===== config.mk =====
export PLATFORM = sky130hd
export DESIGN_NAME = mmio_read_select
export DESIGN_NICKNAME = d
export VERILOG_FILES = /design/src/rtl/mmio_read_select.sv
export SDC_FILE = /design/constraint.sdc
export NUM_CORES = 1
export LEC_CHECK = 0
export CAP_MARGIN = 40
export CORE_AREA = 2 2 121 123
export CTS_BUF_LIST = sky130_fd_sc_hd__clkbuf_8
export DETAILED_ROUTE_END_ITERATION = 8
export DIE_AREA = 0 0 123 125
export PLACE_DENSITY = 0.75
export SETUP_SLACK_MARGIN = 0.3
export SLEW_MARGIN = 20
export SYNTH_ARGS = -nofsm -noshare
export SYNTH_HDL_FRONTEND = slang
export SYNTH_SLANG_ARGS = --single-unit

===== constraint.sdc =====
create_clock -name clk -period 4.4 [get_ports clk]
set_clock_uncertainty 0.1 [all_clocks]
set_input_delay 0.44 -clock clk [delete_from_list [all_inputs] [get_ports clk]]
set_output_delay 0.44 -clock clk [all_outputs]
set_load 0.05 [all_outputs]

===== src/rtl/mmio_read_select.sv =====
// Load-side MMIO decoder: returns DMEM, fast status/readback registers or
// handshaked SD/DDR2 read data, stalling the pipeline until the load completes.
module mmio_read_select #(
    parameter int unsigned TIMEOUT_CYCLES = 1024,
    parameter logic [31:0] UNMAPPED_DATA  = 32'h0000_0000
) (
    input  logic        clk,
    input  logic        rst,
    input  logic [31:0] addr,
    input  logic        re,
    output logic        stall,
    output logic [31:0] rdata,
    output logic        rdata_valid,
    output logic [31:0] dmem_addr,
    output logic        dmem_re,
    input  logic [31:0] dmem_rdata,
    input  logic [31:0] sd_status,
    input  logic [31:0] ddr2_status,
    input  logic [15:0] led_val,
    input  logic [31:0] seg_val,
    output logic        sd_rd_req,
    input  logic [31:0] sd_rd_data,
    input  logic        sd_rd_valid,
    output logic        ddr2_rd_req,
    input  logic [31:0] ddr2_rd_data,
    input  logic        ddr2_rd_valid,
    output logic        bus_err
);

    typedef enum logic [2:0] {
        IDLE,
        DMEM_WAIT,
        SLOW_REQ,
        SLOW_WAIT,
        RESP
    } state_t;

    localparam logic [15:0] TMO_LAST = 16'(TIMEOUT_CYCLES - 1);

    state_t      state_q, state_d;
    logic [31:0] data_q, data_d;
    logic [15:0] cnt_q, cnt_d;
    logic        sel_ddr_q, sel_ddr_d;
    logic        tmo_q, tmo_d;
    logic        unm_q, unm_d;

    logic        fast_hit, err_hit, sd_hit, ddr_hit;
    logic [31:0] fast_val;
    logic        tmo_set, unm_set, err_clr;
    logic        slow_valid;
    logic [31:0] slow_data;

    // Address decode on the low 15 bits; DMEM space never matches these.
    always_comb begin
        fast_hit = 1'b0;
        err_hit  = 1'b0;
        sd_hit   = 1'b0;
        ddr_hit  = 1'b0;
        fast_val = '0;
        case (addr[14:0])
            15'h4040: begin fast_hit = 1'b1; fast_val = sd_status;            end
            15'h4048: begin fast_hit = 1'b1; fast_val = ddr2_status;          end
            15'h4050: begin fast_hit = 1'b1; fast_val = seg_val;              end
            15'h4054: begin fast_hit = 1'b1; fast_val = {16'b0, led_val};     end
            15'h4058: begin
                fast_hit = 1'b1;
                err_hit  = 1'b1;
                fast_val = {30'b0, tmo_q, unm_q};
            end
            15'h4014: sd_hit  = 1'b1;
            15'h4030: ddr_hit = 1'b1;
            default:  ;
        endcase
    end

    assign slow_valid = sel_ddr_q ? ddr2_rd_valid : sd_rd_valid;
    assign slow_data  = sel_ddr_q ? ddr2_rd_data  : sd_rd_data;

    always_comb begin
        state_d     = state_q;
        data_d      = data_q;
        cnt_d       = cnt_q;
        sel_ddr_d   = sel_ddr_q;
        tmo_set     = 1'b0;
        unm_set     = 1'b0;
        err_clr     = 1'b0;
        stall       = 1'b0;
        dmem_re     = 1'b0;
        sd_rd_req   = 1'b0;
        ddr2_rd_req = 1'b0;
        rdata_valid = 1'b0;

        case (state_q)
            IDLE: begin
                stall   = re;
                dmem_re = re & ~addr[14];
                if (re) begin
                    if (!addr[14]) begin
                        state_d = DMEM_WAIT;
                    end else if (fast_hit) begin
                        data_d  = fast_val;
                        err_clr = err_hit;
                        state_d = RESP;
                    end else if (sd_hit || ddr_hit) begin
                        sel_ddr_d = ddr_hit;
                        state_d   = SLOW_REQ;
                    end else begin
                        data_d  = UNMAPPED_DATA;
                        unm_set = 1'b1;
                        state_d = RESP;
                    end
                end
            end
            DMEM_WAIT: begin
                stall   = 1'b1;
                data_d  = dmem_rdata;
                state_d = RESP;
            end
            SLOW_REQ: begin
                stall       = 1'b1;
                sd_rd_req   = ~sel_ddr_q;
                ddr2_rd_req = sel_ddr_q;
                cnt_d       = '0;
                state_d     = SLOW_WAIT;
            end
            SLOW_WAIT: begin
                stall = 1'b1;
                cnt_d = cnt_q + 16'd1;
                // Valid is checked first so it wins over a same-cycle timeout.
                if (slow_valid) begin
                    data_d  = slow_data;
                    state_d = RESP;
                end else if (cnt_q == TMO_LAST) begin
                    data_d  = UNMAPPED_DATA;
                    tmo_set = 1'b1;
                    state_d = RESP;
                end
            end
            RESP: begin
                rdata_valid = 1'b1;
                state_d     = IDLE;
            end
            default: state_d = IDLE;
        endcase
    end

    // Clear-on-read of the error register; a new error in the same cycle wins.
    assign tmo_d = (tmo_q & ~err_clr) | tmo_set;
    assign unm_d = (unm_q & ~err_clr) | unm_set;

    always_ff @(posedge clk) begin
        if (rst) begin
            state_q   <= IDLE;
            data_q    <= '0;
            cnt_q     <= '0;
            sel_ddr_q <= 1'b0;
            tmo_q     <= 1'b0;
            unm_q     <= 1'b0;
        end else begin
            state_q   <= state_d;
            data_q    <= data_d;
            cnt_q     <= cnt_d;
            sel_ddr_q <= sel_ddr_d;
            tmo_q     <= tmo_d;
            unm_q     <= unm_d;
        end
    end

    assign rdata     = data_q;
    assign bus_err   = tmo_q | unm_q;
    assign dmem_addr = addr;

endmodule


==> metrics <==
Critical Path Fanout Max 11; ANT cells 0; critical path startpoint state_q[1]$_SDFFE_PP0P_; Worst R2R Start state_q[2]$_SDFFE_PP0P_; IO buf count 280; Initial Utilization 31.6%; pin count of the biggest net entering global routing 34; reg2reg path depth 5; postcts setup bufs 0; DP Cell Count 920; static leakage 2.31 nW; antenna-violating nets left 0; crit-path cells nor2b_1, nand2b_1, nor2_1, clkdlybuf4s50_1; worst slew pin tran between 0.7 and 0.8 ns; die width between 100 and 150 um; number of flops mapped to enable cells by yosys 0; Final HPWL DP 14200 um; clk sink count 54; Via-to-Cell Ratio around 5.4; number of CTS-inserted buffers 5; fin crit period ~3.3 ns; Layout area overhead 60.2%; most common cell in the netlist dfxtp_1; total power about 0.0016 W; Wirelength per Cell 19.9 um; final core occ 50.7%; initial antenna violation count 0; max-cap check violation count 0; Die Y 125 um; GRT Overall Usage around 23%; WP buf/inv 1; num ports 315; clock transition at the registers of the reported paths 0.10 ns; Core ar. 14200 um^2; worst vdd ir 0.134 mV; Min-Delay Path Class reg2reg; drc violations 0; period utilization 75.5%; Synth Instances 530; Max Slew Vio Count 0; slowest stage delay, CP about 0.83 ns; H-Tree Depth 2; Setup-failing EPs final 0; max_slew headroom 49.5%; Post-Syn Area 4490 um^2; 1st-pass router iterations 6; crit end category output pin; Hold Path Origin unm_q$_SDFF_PP0_; grt ovf 0; vias 5018; Max Clk Rate 301 MHz; hold depth 2; status finished, final reports clean; Routed WL ~18000 um; worst hold slack approximately 0.43 ns; CTS Hold Bufs 0; final hold vios 0; CP top delay family simple AND/OR/NAND/NOR gates; CTS tree done; global-route wire length before repair 27200 um; Rows 44; Yosys top cell area share between 20% and 30%; hold endpoint unm_q$_SDFF_PP0_; syn avg cell area 8.47 um^2; critical path's slowest cell clkdlybuf4s50_1; Distinct cells, synth 67; clk_lat worst skew roughly 0.32 ns; FFs w/ async S/R, synth 0%; Non-Filler Instances between 900 and 1000; die area approximately 15000 um^2; Ys Warns 0; Yosys reg bits 54; worst path required time approximately 3.9 ns; register area share after synthesis 24.1%; NumNets Final 989; Worst Setup Start Kind register; number of global-route vias before repair between 4000 and 5000; Yosys top cell by area dfxtp_1; Final Wtd Congestion approximately 0.85; CTS Root Cell clkbuf_8; Power Density 225 nW/um^2; setup tns final 0 ns; Commonest cells post-synth 54 x dfxtp_1, 50 x mux2i_1, 46 x nand2_1; worst reg2reg endpoint rdata[13]$_SDFFE_PP0P_; Top FF cell, synth dfxtp_1; WP data arrival 2.78 ns; Max clock buf depth 2; syn_nets 776; r2r setup slk 1.58 ns; critical path type reg2out; layout cells sized above 1 9.01%; DRT iter0 DRCs 354; largest cells by area after synthesis dfxtp_1 24%, mux2i_1 11%, a221oi_1 5.9%; post-cts repair resize count 0; RSZ-0062 raised after global routing false
## power breakdown
part	internal (W)	switching (W)
logic	0.000346	0.000375
registers	0.000527	0.0000285
clock network	0.000168	0.000174
total	0.00104	0.000577
## registers in the layout (all words and copies together) (netlist names)
name / cells
cnt_q: 16
tmo_q: 1
unm_q: 1
state_q: 3
sel_ddr_q: 1
rdata: 32
## layout by cell type (no fill, tap or decap), drive strengths merged, types with 3 or more instances in the layout
cell type / instances
nor3b: 4
mux2: 4
nand2: 46
a22o: 16
nor4: 6
a311oi: 17
o31a: 3
buf: 10
clkbuf: 5
nand3: 10
dfxtp: 54
o21ai: 23
clkdlybuf4s50: 279
a221oi: 30
nor2: 44
nand2b: 5
mux2i: 50
a211oi: 20
a31oi: 4
nor3: 5
and4: 3
a21oi: 42
nand4: 5
o2bb2ai: 13
and3: 4
a2bb2oi: 4
## how the worst max path moves through the flow
stage	cells after the start	endpoint	slack, ns
2_1_floorplan	5	ddr2_rd_req	2.18
3_3_place_gp	6	rdata[13]$_SDFFE_PP0P_	1.16
3_5_place_dp	6	rdata[13]$_SDFFE_PP0P_	1.12
4_1_cts	4	ddr2_rd_req	1.09
5_1_grt	4	ddr2_rd_req	0.89
6_report	4	ddr2_rd_req	1.08
## cell families after synthesis
logic type      synth area share [%]
compound gates                  33.6
simple gates                    17.7
buf+inv                         12.0
mux                             12.1
flops                           24.1
xor+xnor                       0.195
fa+ha+maj                      0.279
## stage by stage
| stage | setup slack (ns) | cell area, um^2 |
|---|---|---|
| 2_1_floorplan | 2.18 | 4490 |
| 5_1_grt | 0.886 | 7200 |
| 4_1_cts | 1.09 | 7200 |
| 6_report | 1.08 | 7200 |
| 3_5_place_dp | 1.12 | 7090 |
| 3_3_place_gp | 1.16 | 7090 |
## metal layers
layer	track usage [%]	routed length [um]	vias to the layer above
li1	-	-	2428
met1	27.4	7480	2321
met2	40.3	8940	248
met3	5.61	1720	21
met4	5.82	347	0
met5	0	0	-
## worst min-delay path, cell delays in order (launching register included)
cell	delay, ns
dfxtp_1	0.36
a2bb2oi_1	0.07
nor2_1	0.08
## cell type report
class                      instances  area, um^2
multi-input combinational        391        2890
inverter                           2        7.51
clock inverter                     3        40.0
sequential                        54        1080
tap                              184         230
timing repair buffer             289        2880
clock buffer                       5        68.8
fill                            1362        7010
(Power assumes the default switching activity.)
